$ cat src/rtl/rocketcpu_wb_master_arbiter.sv
// Two-master round-robin Wishbone arbiter: one transaction per grant, an idle cycle between grants.
// Optional slave-ack watchdog enabled by defining ROCKETCPU_ARB_TIMEOUT_EN.
module rocketcpu_wb_master_arbiter #(
    parameter int unsigned TIMEOUT  = 255,
    parameter logic [31:0] TO_RDATA = 32'h0000_0000
) (
    input  logic        i_wb_clk,
    input  logic        i_rst_n,
    input  logic [31:0] i_m0_adr,
    input  logic [31:0] i_m0_dat,
    input  logic [3:0]  i_m0_sel,
    input  logic        i_m0_we,
    input  logic        i_m0_cyc,
    output logic [31:0] o_m0_rdt,
    output logic        o_m0_ack,
    input  logic [31:0] i_m1_adr,
    input  logic [31:0] i_m1_dat,
    input  logic [3:0]  i_m1_sel,
    input  logic        i_m1_we,
    input  logic        i_m1_cyc,
    output logic [31:0] o_m1_rdt,
    output logic        o_m1_ack,
    output logic [31:0] o_wb_adr,
    output logic [31:0] o_wb_dat,
    output logic [3:0]  o_wb_sel,
    output logic        o_wb_we,
    output logic        o_wb_cyc,
    input  logic [31:0] i_wb_rdt,
    input  logic        i_wb_ack,
    output logic [1:0]  o_grant,
    output logic        o_timeout
);

    typedef enum logic [1:0] {IDLE = 2'd0, GNT0 = 2'd1, GNT1 = 2'd2} state_t;

    localparam logic [15:0] TO_LAST = 16'(TIMEOUT - 1);

    state_t state_q, state_d;
    logic   last_q, last_d;  // 1'b1: master 1 held the most recent grant
    logic   gnt_cyc_s;
    logic   ack_s;
    logic   to_s;

    // Request line of whichever master currently owns the bus.
    always_comb begin
        case (state_q)
            GNT0:    gnt_cyc_s = i_m0_cyc;
            GNT1:    gnt_cyc_s = i_m1_cyc;
            default: gnt_cyc_s = 1'b0;
        endcase
        ack_s = i_wb_ack & gnt_cyc_s;
    end

`ifdef ROCKETCPU_ARB_TIMEOUT_EN
    logic [15:0] cnt_q, cnt_d;

    // Watchdog fires only while the owner still holds cyc; a real ack wins.
    always_comb begin
        to_s  = gnt_cyc_s & ~i_wb_ack & (cnt_q == TO_LAST);
        if (state_q == IDLE) begin
            cnt_d = 16'd0;
        end else if (!ack_s) begin
            cnt_d = cnt_q + 16'd1;
        end else begin
            cnt_d = cnt_q;
        end
    end

    // Watchdog counter register.
    always_ff @(posedge i_wb_clk or negedge i_rst_n) begin
        if (!i_rst_n) begin
            cnt_q <= 16'd0;
        end else begin
            cnt_q <= cnt_d;
        end
    end
`else
    logic unused_to_s;
    assign unused_to_s = ^TO_LAST;
    assign to_s        = 1'b0;
`endif

    // Arbitration and grant-release decisions.
    always_comb begin
        state_d = state_q;
        last_d  = last_q;
        case (state_q)
            IDLE: begin
                if (i_m0_cyc && i_m1_cyc) begin
                    state_d = last_q ? GNT0 : GNT1;
                end else if (i_m0_cyc) begin
                    state_d = GNT0;
                end else if (i_m1_cyc) begin
                    state_d = GNT1;
                end else begin
                    state_d = IDLE;
                end
            end
            GNT0: begin
                if (!i_m0_cyc || ack_s || to_s) begin
                    state_d = IDLE;
                    last_d  = 1'b0;
                end else begin
                    state_d = GNT0;
                end
            end
            GNT1: begin
                if (!i_m1_cyc || ack_s || to_s) begin
                    state_d = IDLE;
                    last_d  = 1'b1;
                end else begin
                    state_d = GNT1;
                end
            end
            default: begin
                state_d = IDLE;
                last_d  = 1'b1;
            end
        endcase
    end

    // FSM state and round-robin history.
    always_ff @(posedge i_wb_clk or negedge i_rst_n) begin
        if (!i_rst_n) begin
            state_q <= IDLE;
            last_q  <= 1'b1;
        end else begin
            state_q <= state_d;
            last_q  <= last_d;
        end
    end

    // Slave-side request mux and master-side response routing.
    always_comb begin
        o_wb_adr = 32'h0000_0000;
        o_wb_dat = 32'h0000_0000;
        o_wb_sel = 4'h0;
        o_wb_we  = 1'b0;
        o_m0_rdt = 32'h0000_0000;
        o_m1_rdt = 32'h0000_0000;
        o_m0_ack = 1'b0;
        o_m1_ack = 1'b0;
        case (state_q)
            GNT0: begin
                o_wb_adr = i_m0_adr;
                o_wb_dat = i_m0_dat;
                o_wb_sel = i_m0_sel;
                o_wb_we  = i_m0_we;
                o_m0_rdt = to_s ? TO_RDATA : i_wb_rdt;
                o_m0_ack = ack_s | to_s;
            end
            GNT1: begin
                o_wb_adr = i_m1_adr;
                o_wb_dat = i_m1_dat;
                o_wb_sel = i_m1_sel;
                o_wb_we  = i_m1_we;
                o_m1_rdt = to_s ? TO_RDATA : i_wb_rdt;
                o_m1_ack = ack_s | to_s;
            end
            default: begin
                o_wb_adr = 32'h0000_0000;
            end
        endcase
        o_wb_cyc  = gnt_cyc_s & ~to_s;
        o_grant   = {state_q == GNT1, state_q == GNT0};
        o_timeout = to_s;
    end

endmodule

$ cat config.mk
export PLATFORM = sky130hd
export DESIGN_NAME = rocketcpu_wb_master_arbiter
export DESIGN_NICKNAME = d
export VERILOG_FILES = /design/src/rtl/rocketcpu_wb_master_arbiter.sv
export SDC_FILE = /design/constraint.sdc
export NUM_CORES = 1
export LEC_CHECK = 0
export BUFFER_PORTS_ARGS = -buffer_cell sky130_fd_sc_hd__buf_2
export CAP_MARGIN = 0
export CORE_AREA = 10 10 113 115
export CTS_CLUSTER_DIAMETER = 100
export CTS_CLUSTER_SIZE = 25
export DETAILED_ROUTE_END_ITERATION = 10
export DIE_AREA = 0 0 123 125
export HOLD_SLACK_MARGIN = 0.08
export SYNTH_ARGS = -nofsm -noshare
export SYNTH_HDL_FRONTEND = slang
export SYNTH_SLANG_ARGS = --single-unit
export TNS_END_PERCENT = 20
$ cat constraint.sdc
create_clock -name i_wb_clk -period 1.9 [get_ports i_wb_clk]
set_clock_uncertainty 0.2 [all_clocks]
set_input_delay 0 -clock i_wb_clk [delete_from_list [all_inputs] [get_ports i_wb_clk]]
set_output_delay 0 -clock i_wb_clk [all_outputs]
set_load 0.05 [all_outputs]
### After elaboration in Yosys (flattened, before gate mapping)

Cells that the tools add are included.

* bits in registers: 3
* bits of input ports: 175
* output and inout port bits: 139
* word-level logic and storage cells: 34

* equality and inequality tests: 4
* muxes and demuxes: 19
* bitwise logic cells: 2
* reduce and logical (&&, ||, !) cells: 7

Operators with widths (number)
* $pmux W32 S2: 2
* $mux W32: 2
* $mux W2: 5
* $pmux W4 S2: 1
* $pmux W2 S3: 1
* $mux W1: 5
* $ne A2 B1 Y1 const B: 2
* $pmux W1 S2: 2
* $pmux W1 S3: 1
* $reduce_and A3 Y1: 1
* $eq A2 B1 Y1 const B: 1
* $eq A2 B2 Y1 const B: 1
* $logic_not A1 Y1: 2
* $logic_not A2 Y1: 1
* $logic_or A1 B1 Y1: 2
* $and A1 B1 Y1: 1
* $logic_and A1 B1 Y1: 1
* $not A1 Y1: 1

### Depth between registers and ports, before layout

Gate-level depths: netlist of run 1.

* word-level depth: 6
* depth in mapped cells: 7
* depth with buffers taken out: 5

### Least setup slack after synthesis of run 1

No wires, ideal clock.

* kind: reg2out
* from: register state_q[1]
* to: output port o_m1_ack
* arrival time: 2.571 ns
* data required time: 1.700 ns
* path slack: -0.871 ns
* cell stages (with the launch flop): 8
* path buffers: 3
* path through: dfrtp_1 > inv_1 > ha_1 > buf_6 > buf_6 > buf_6 > a21oi_1 > nor3b_1

* word-level cells in the longest chain between the ends: 4
* elaborated cells on any way between the ends: 5
* classes of those cells: eq/ne: 2; mux: 2; bitwise: 1

Ends and longest elaborated chain
* from (decl): line 38 `state_t state_q, state_d;`
* from (signal assigned): line 128 `state_q <= state_d;`
* $eq A2 B1 Y1
* via o_grant[0]: line 30 `output logic [1:0] o_grant,`
* $pmux W1 S2: line 46 `case (state_q)`
* $and A1 B1 Y1: line 51 `ack_s = i_wb_ack & gnt_cyc_s;`
* $mux W1: line 143 `case (state_q)`
* to (decl): line 22 `output logic o_m1_ack,`

The timed path passes the listed nets, and every way through them passes these cells.

### Final worst setup path of run 1

* from: register state_q[1]
* to: output port o_wb_adr[24]

* word-level cells in the longest chain between the ends: 2
* elaborated cells on any way between the ends: 3
* classes of those cells: eq/ne: 2; mux: 1

Ends and longest elaborated chain
* $eq A2 B2 Y1 or $eq A2 B1 Y1 (tied branches): line 143
* $pmux W32 S2 (*): line 143
* to (decl): line 23 `output logic [31:0] o_wb_adr,`

Every way passes the cells marked *; elsewhere a longest branch is shown, timed or not.

==> results.md, run 1 <==
* First-pass GRT wire length at 17540 um
* Achievable Freq at 521.5 MHz
* Via/cell ratio at between 4 and 5
* Seq/Total Area, Yosys at 4.272%
* Post-synth top area cell: a22oi_1
* Failing checks: negative setup slack
* Total GRT Usage at 13.83%
* FF+latch count, synth at 3
* Placed Area at 0.003587 mm^2
* Cells after Synth at 262
* CP max stage delay at around 0.42 ns
* # diodes at 0
* Nets at 760
* Layout cells sized above 1 at 69.83%
* Share of the synthesized area in the top cell type at a little under a third
* Root buffer cell: clkbuf_8
* Vias in the first global route at 3380
* Hold Path Class: in -> async
* Core region area at 0.01060 mm^2
* I/O pins at ~310
* Placed instance count at 689
* Final Cell Area at 0.004664 mm^2
* Fillcell total at 1041
* Detail Placement HPWL at about 9900 um
* TritonCTS buffer count at 3
* Top post-synthesis cells by area: a22oi_1 (30%), nor2b_1 (25%), and2_1 (22%), buf_6 (3.8%), buf_2 (3.6%)
* Seq. cell area at 77.57 um^2
* CP top delay family: buffers and inverters
* CTS tree: done
* Slowest CP cell: dfrtp_1
* Required time worst endpoint at 1.70 ns
* Area growth, synth to finish at 161.1%
* Cell Pwr Density at 2041 mW/mm^2
* Static leakage at 2.306 nW
* Drt pass-1 iters at 4
* Clock Path Buffers at 2
* Multi-input gate area at 0.001767 mm^2
* Initial Util at 16.85%
* Syn nets at 441
* Worst endpoint data arrival time at 1.72 ns
* DRC at 0
* Max-slew violations at 0
* Die width at 123 um
* Max_cap viols at 0
* Final setup violation count at 2
* Largest net degree at the start of global routing at 48
* Final Non-Filler Cells at 720
* Crit end category: output pin
* Fin crit share at 100.9%
* Unique masters post-synth at 20
* CP max FO at 23
* H-tree Lvls at 1
* # port buffers at roughly 310
* Pre-CTS setup slack at 0.03592 ns
* Avg WL per Cell at a little under 20 um
* Setup TNS at -0.03171 ns
* Fin util at 43.99%
* CP most frequent cell: buf_4
* RSZ-0062 raised after global routing: true
* Worst-Skew Late Latency at 0.21 ns
* Final ANT Viol Nets at 0
* Syn_area_per_cell at 6.820 um^2
* DIE HEIGHT at 125 um
* Worst path cell trace: inv_2 > ha_4 > buf_4 > clkbuf_16 > a22oi_1 > nor2b_2 > buf_4
* Clock transition at path regs at 0.03 ns
* Fin crit period at around 1.9 ns
* Die Area at roughly 0.015 mm^2
* Final Hold Vio Count at 0
* Ys Warns at 0
* Worst path bufs/invs at 4
* Final wirelength at between 10000 and 15000 um
* CP Launch Type: flop
* Initial DRC Count at 86
* Status: complete, but fails checks
* Cell area after synthesis at 0.001787 mm^2
* Grt total ovfl at 0
* Max IR drop VDD at 0.001200 V
* Post-route setup slack at -0.01757 ns
* Detailed-route via count at between 3k and 4k
* FP Rows at 38
* Sink Count at 3
* Gp weighted congestion at 0.8582
* Antenna violations before repair at 0
* Crit path kind: reg -> out
==> kinds of logic (layout without fill, tap and decap cells) <==
family                     Yosys count  count (layout)  share of synthesized area [%]
and+or+nand+nor                    144             144                          50.21
AOI/OAI and AO/OA                   75              75                          31.51
buffers and inverters               35             353                          10.99
adders and majority gates            4               4                          2.801
DFF                                  3               3                          4.272
other                                1               1                         0.2099
==> layout by cell type, fill, tap and decap left out, types with 2 or more instances in the layout <==
cell,n
a22oi_1,50
a22oi_2,22
and2_1,63
buf_12,9
buf_2,207
buf_4,60
buf_6,42
clkbuf_16,11
clkbuf_4,11
clkbuf_8,3
dlygate4sd3_1,5
ha_4,3
nand2_1,3
nand3_1,2
nor2b_1,41
nor2b_2,24
nor2b_4,5
nor3b_1,2
==> routing by layer <==
layer  track usage [%]  part of all wire (%)  up-vias
met5                 0                     0        -
met4             2.879                   1.8        0
met3             7.156                    13       24
met2             25.59                    52      209
met1             13.22                    34     1593
li1                  -                     -     1550
==> cell type report <==
cell class	count	area share, %
well taps	140	3.755
clock buffers	4	0.9657
inverters	2	0.2146
repair buffers	347	55.53
flip-flops and latches	3	1.663
multi-input cells	224	37.88
==> path summary, 6_finish.rpt <==
check / from / end / cells past startpoint / slack, ns
worst max-delay path: state_q[1]$_DFF_PN0_ / o_wb_adr[24] / 7 / -0.02
worst min-delay path: i_rst_n / last_q$_DFFE_PN1P_ / 2 / 0.14
worst max register to register: state_q[1]$_DFF_PN0_ / last_q$_DFFE_PN1P_ / 5 / 0.17
max in group asynchronous: i_rst_n / state_q[0]$_DFF_PN0_ / 3 / 0.80
min in group i_wb_clk: i_wb_rdt[30] / o_m1_rdt[30] / 3 / 0.17
worst min register to register: last_q$_DFFE_PN1P_ / last_q$_DFFE_PN1P_ / 2 / 0.29
==> synth_stat cells <==
master / instances
a311o_1: 1
conb_1: 1
dfstp_2: 1
a22oi_1: 72
nand3_1: 2
nor3b_1: 3
nor2b_1: 70
ha_1: 4
nand2_1: 3
and4_1: 1
a21oi_1: 1
a21o_1: 1
inv_1: 2
dfrtp_1: 2
and2_1: 64
buf_2: 13
nand2b_1: 1
clkbuf_1: 13
buf_6: 6
buf_4: 1
==> registers in the layout (all words and copies together) (netlist names) <==
signal   cells
state_q      2
last_q       1
==> per-stage QoR <==
stage               hold WS (ns)  power [mW]
floorplan                -0.4956       5.736
global placement         -0.3974       7.311
detailed placement       -0.3937       7.400
CTS                       0.1331       8.146
global route              0.1630       9.987
finish                    0.1393       9.519
==> power breakdown <==
part	switching, mW	internal [mW]	total (mW)
Combinational	5.56	3.63	9.19
Clock	0.0405	0.143	0.183
Sequential	0.0447	0.103	0.148
==> what timing repair did <==
item | in CTS | in global routing
hold buffers | 5 | 0
pin swaps | 0 | 2
endpoints found under the hold margin | 6 | 0
setup endpoints to repair | 74 | 85
cloned | 1 | 11
buffers inserted | 0 | 10
resized for setup | 79 | 132
No activity file was read; power rests on OpenSTA's default activity.
==> run 2: changes to the inputs <==
Settings changed: CORE_AREA 10 10 113 115 to 10 10 112 114, DIE_AREA 0 0 123 125 to 0 0 122 124.
Clock period 1.9 ns to 1.7 ns, I/O delays scaled along.
==> results.md, run 2 (synthesized netlist as in run 1, its figures left out) <==
* Status: complete, but fails checks
* Placed Area at 0.003690 mm^2 (+2.9%)
* Slowest CP cell: dfrtp_1
* Post-route setup slack at -0.1527 ns (-0.1351 ns)
* Max_cap viols at 0 (unchanged)
* RSZ-0062 raised after global routing: true
* # port buffers at 312 (unchanged)
* Detail Placement HPWL at 9924 um (+0.36%)
* Final setup violation count at 99 (+97)
* Fillcell total at 969 (-6.9%)
* Sink Count at 3 (unchanged)
* # diodes at 0 (unchanged)
* Cell Pwr Density at 2194 mW/mm^2 (+7.5%)
* Combinational power share at 96.7% (+0.2 points)
* Clock Path Buffers at 2 (unchanged)
* Final Cell Area at 0.004857 mm^2 (+4.1%)
* Initial Util at 17.46% (+0.61 points)
* Required time worst endpoint at 1.50 ns (-0.20 ns)
* Largest regs: state_q (2), last_q (1)
* Antenna violations before repair at 0 (unchanged)
* Final wirelength at 12910 um (-8.2%)
* CP most frequent cell: buf_4
* Max IR drop VDD at 0.001333 V (+11%)
* Die Area at 0.01513 mm^2 (-1.6%)
* Worst setup path startpoint: state_q[1]$_DFF_PN0_
* Int Pwr at 4.445 mW (+15%)
* Static leakage at 2.295 nW (-0.45%)
* Max-slew violations at 0 (unchanged)
* Biggest register: state_q
* Commonest non-fill, non-tap cell in the layout: buf_2
* Core region area at 0.01023 mm^2 (-3.5%)
* Most frequent cells in the layout: buf_2 (175), buf_6 (103), and2_1 (60)
* Total GRT Usage at 14.53% (+0.70 points)
* Worst-Skew Late Latency at 0.22 ns (about the same)
* Placed instance count at 688 (-0.15%)
* Initial DRC Count at 73 (-15%)
* Final Hold Vio Count at 0 (unchanged)
* Max reg flops at 2 (unchanged)
* Failing checks: negative setup slack
* Crit end category: output pin
* Drt pass-1 iters at 4 (unchanged)
* Detailed-route via count at 3168 (-6.2%)
* CP max FO at 9 (-61%)
* Flop pwr share at 1.3% (-0.3 points)
* Clock transition at path regs at 0.03 ns (about the same)
* Gp weighted congestion at 0.8341 (-2.8%)
* Vias in the first global route at 3437 (+1.7%)
* Worst endpoint data arrival time at 1.65 ns (-0.07 ns)
* First-pass GRT wire length at 18150 um (+3.5%)
* Nets at 748 (-1.6%)
* CP Launch Type: flop
* Area growth, synth to finish at 171.8%
* Pre-CTS setup slack at -0.02446 ns (-0.06038 ns)
* Achievable Freq at around 540 MHz
* Final ANT Viol Nets at 0 (unchanged)
* DIE HEIGHT at 124 um (-0.80%)
* Die width at 122 um (-0.81%)
* Power Total at 10.66 mW (+12%)
* Fin crit share at 109.0%
* Switching Share at 58.29% (-1.0 points)
* Net Sw Power at 6.212 mW (+10%)
* CP max stage delay at 0.38 ns (-0.04 ns)
* FP Rows at 37 (-2.6%)
* Crit path kind: reg -> out
* TritonCTS buffer count at 3 (unchanged)
* DRC at 0 (unchanged)
* CTS tree: done
* I/O pins at 314 (unchanged)
* Largest net degree at the start of global routing at 42 (-13%)
* Final Non-Filler Cells at 704 (-2.2%)
* H-tree Lvls at 1 (unchanged)
* Clock power share at 2.0% (about the same)
* Worst path cell trace: buf_4 > ha_4 > buf_4 > buf_16 > a22oi_2 > nor2b_2 > buf_6
* Crit Reg-Reg Startpoint: state_q[0]$_DFF_PN0_
* Via/cell ratio at 4.500 (-4.0%)
* Root buffer cell: clkbuf_8
* Hold Path Class: in -> async
* Fin crit period at 1.853 ns
* Layout cells sized above 1 at 71.13% (+1.3 points)
* Grt total ovfl at 0 (unchanged)
* Avg WL per Cell at 18.34 um (-6.2%)
==> run 2: cell types whose count changed in the layout (fill, tap and decap cells not counted), moves of 7 or more <==
cell / delta
buf_4: -28
clkbuf_16: -10
clkbuf_4: -10
nor2b_4: +8
nor2b_2: -7
buf_6: +61
buf_2: -32
==> run 2: metal layers <==
layer / up-vias / GRT usage [%] / share of wire (%)
li1: 1523 / - / -
met1: 1459 / 13.22 / 31
met2: 176 / 29.10 / 56
met3: 10 / 5.928 / 11
met4: 0 / 3.428 / 1.0
met5: - / 0 / 0
==> run 2: area by class of cell <==
type,instances,area [um^2],share of cell area (%)
inverter,2,7.507,0.1546
timing repair buffer,335,2704,55.67
multi-input combinational,224,1854,38.18
tap,136,170.2,3.503
clock buffer,4,45.04,0.9274
sequential,3,76.32,1.571
==> run 2: path summary, 6_finish.rpt <==
| kind | endpoint | slack [ns] | depth (start not counted) |
|---|---|---|---|
| min in group i_wb_clk | o_m0_rdt[8] | 0.16 | 3 |
| setup / recovery | o_wb_dat[19] | -0.15 | 7 |
| hold reg to reg | last_q$_DFFE_PN1P_ | 0.29 | 2 |
| max in group asynchronous | state_q[1]$_DFF_PN0_ | 0.65 | 3 |
| hold / removal | last_q$_DFFE_PN1P_ | 0.1 | 2 |
| setup reg to reg | last_q$_DFFE_PN1P_ | 0.05 | 6 |
==> run 2: worst max-delay path, delay by kind of cell (launching register included) <==
kind                       cells  cell delay [ns]
buffers and inverters          4             0.59
DFF                            1             0.38
adders and majority gates      1             0.20
AOI/OAI and AO/OA              1             0.19
and+or+nand+nor                1             0.06
==> run 2: power groups by stage <==
| stage | clock network, mW | logic [mW] | registers [mW] |
|---|---|---|---|
| 4_1_cts | 0.215 | 9.76 | 0.136 |
| 3_5_place_dp | 0 | 8.40 | 0.134 |
| 2_1_floorplan | 0 | 6.45 | 0.147 |
| 6_report | 0.213 | 10.3 | 0.137 |
| 5_1_grt | 0.219 | 10.8 | 0.143 |
| 3_3_place_gp | 0 | 8.30 | 0.134 |
==> run 2: repair_timing <==
action | in CTS | in global routing
setup buffers | 1 | 3
hold endpoints to repair | 6 | 0
cloned | 2 | 1
endpoints found under the setup margin | 105 | 138
hold buffers | 5 | 0
gates resized for setup | 215 | 81
pin swaps | 2 | 17
==> run 2: metrics by stage <==
step / utilization, % / TNS (ns) / hold slack (ns)
floorplan: - / -25.77 / -0.4956
global placement: 36.06 / 0 / -0.3983
detailed placement: 36.06 / -0.02446 / -0.3998
CTS: 44.25 / -7.993 / 0.1253
global route: 47.47 / -16.14 / 0.1319
finish: 47.47 / -6.851 / 0.09624
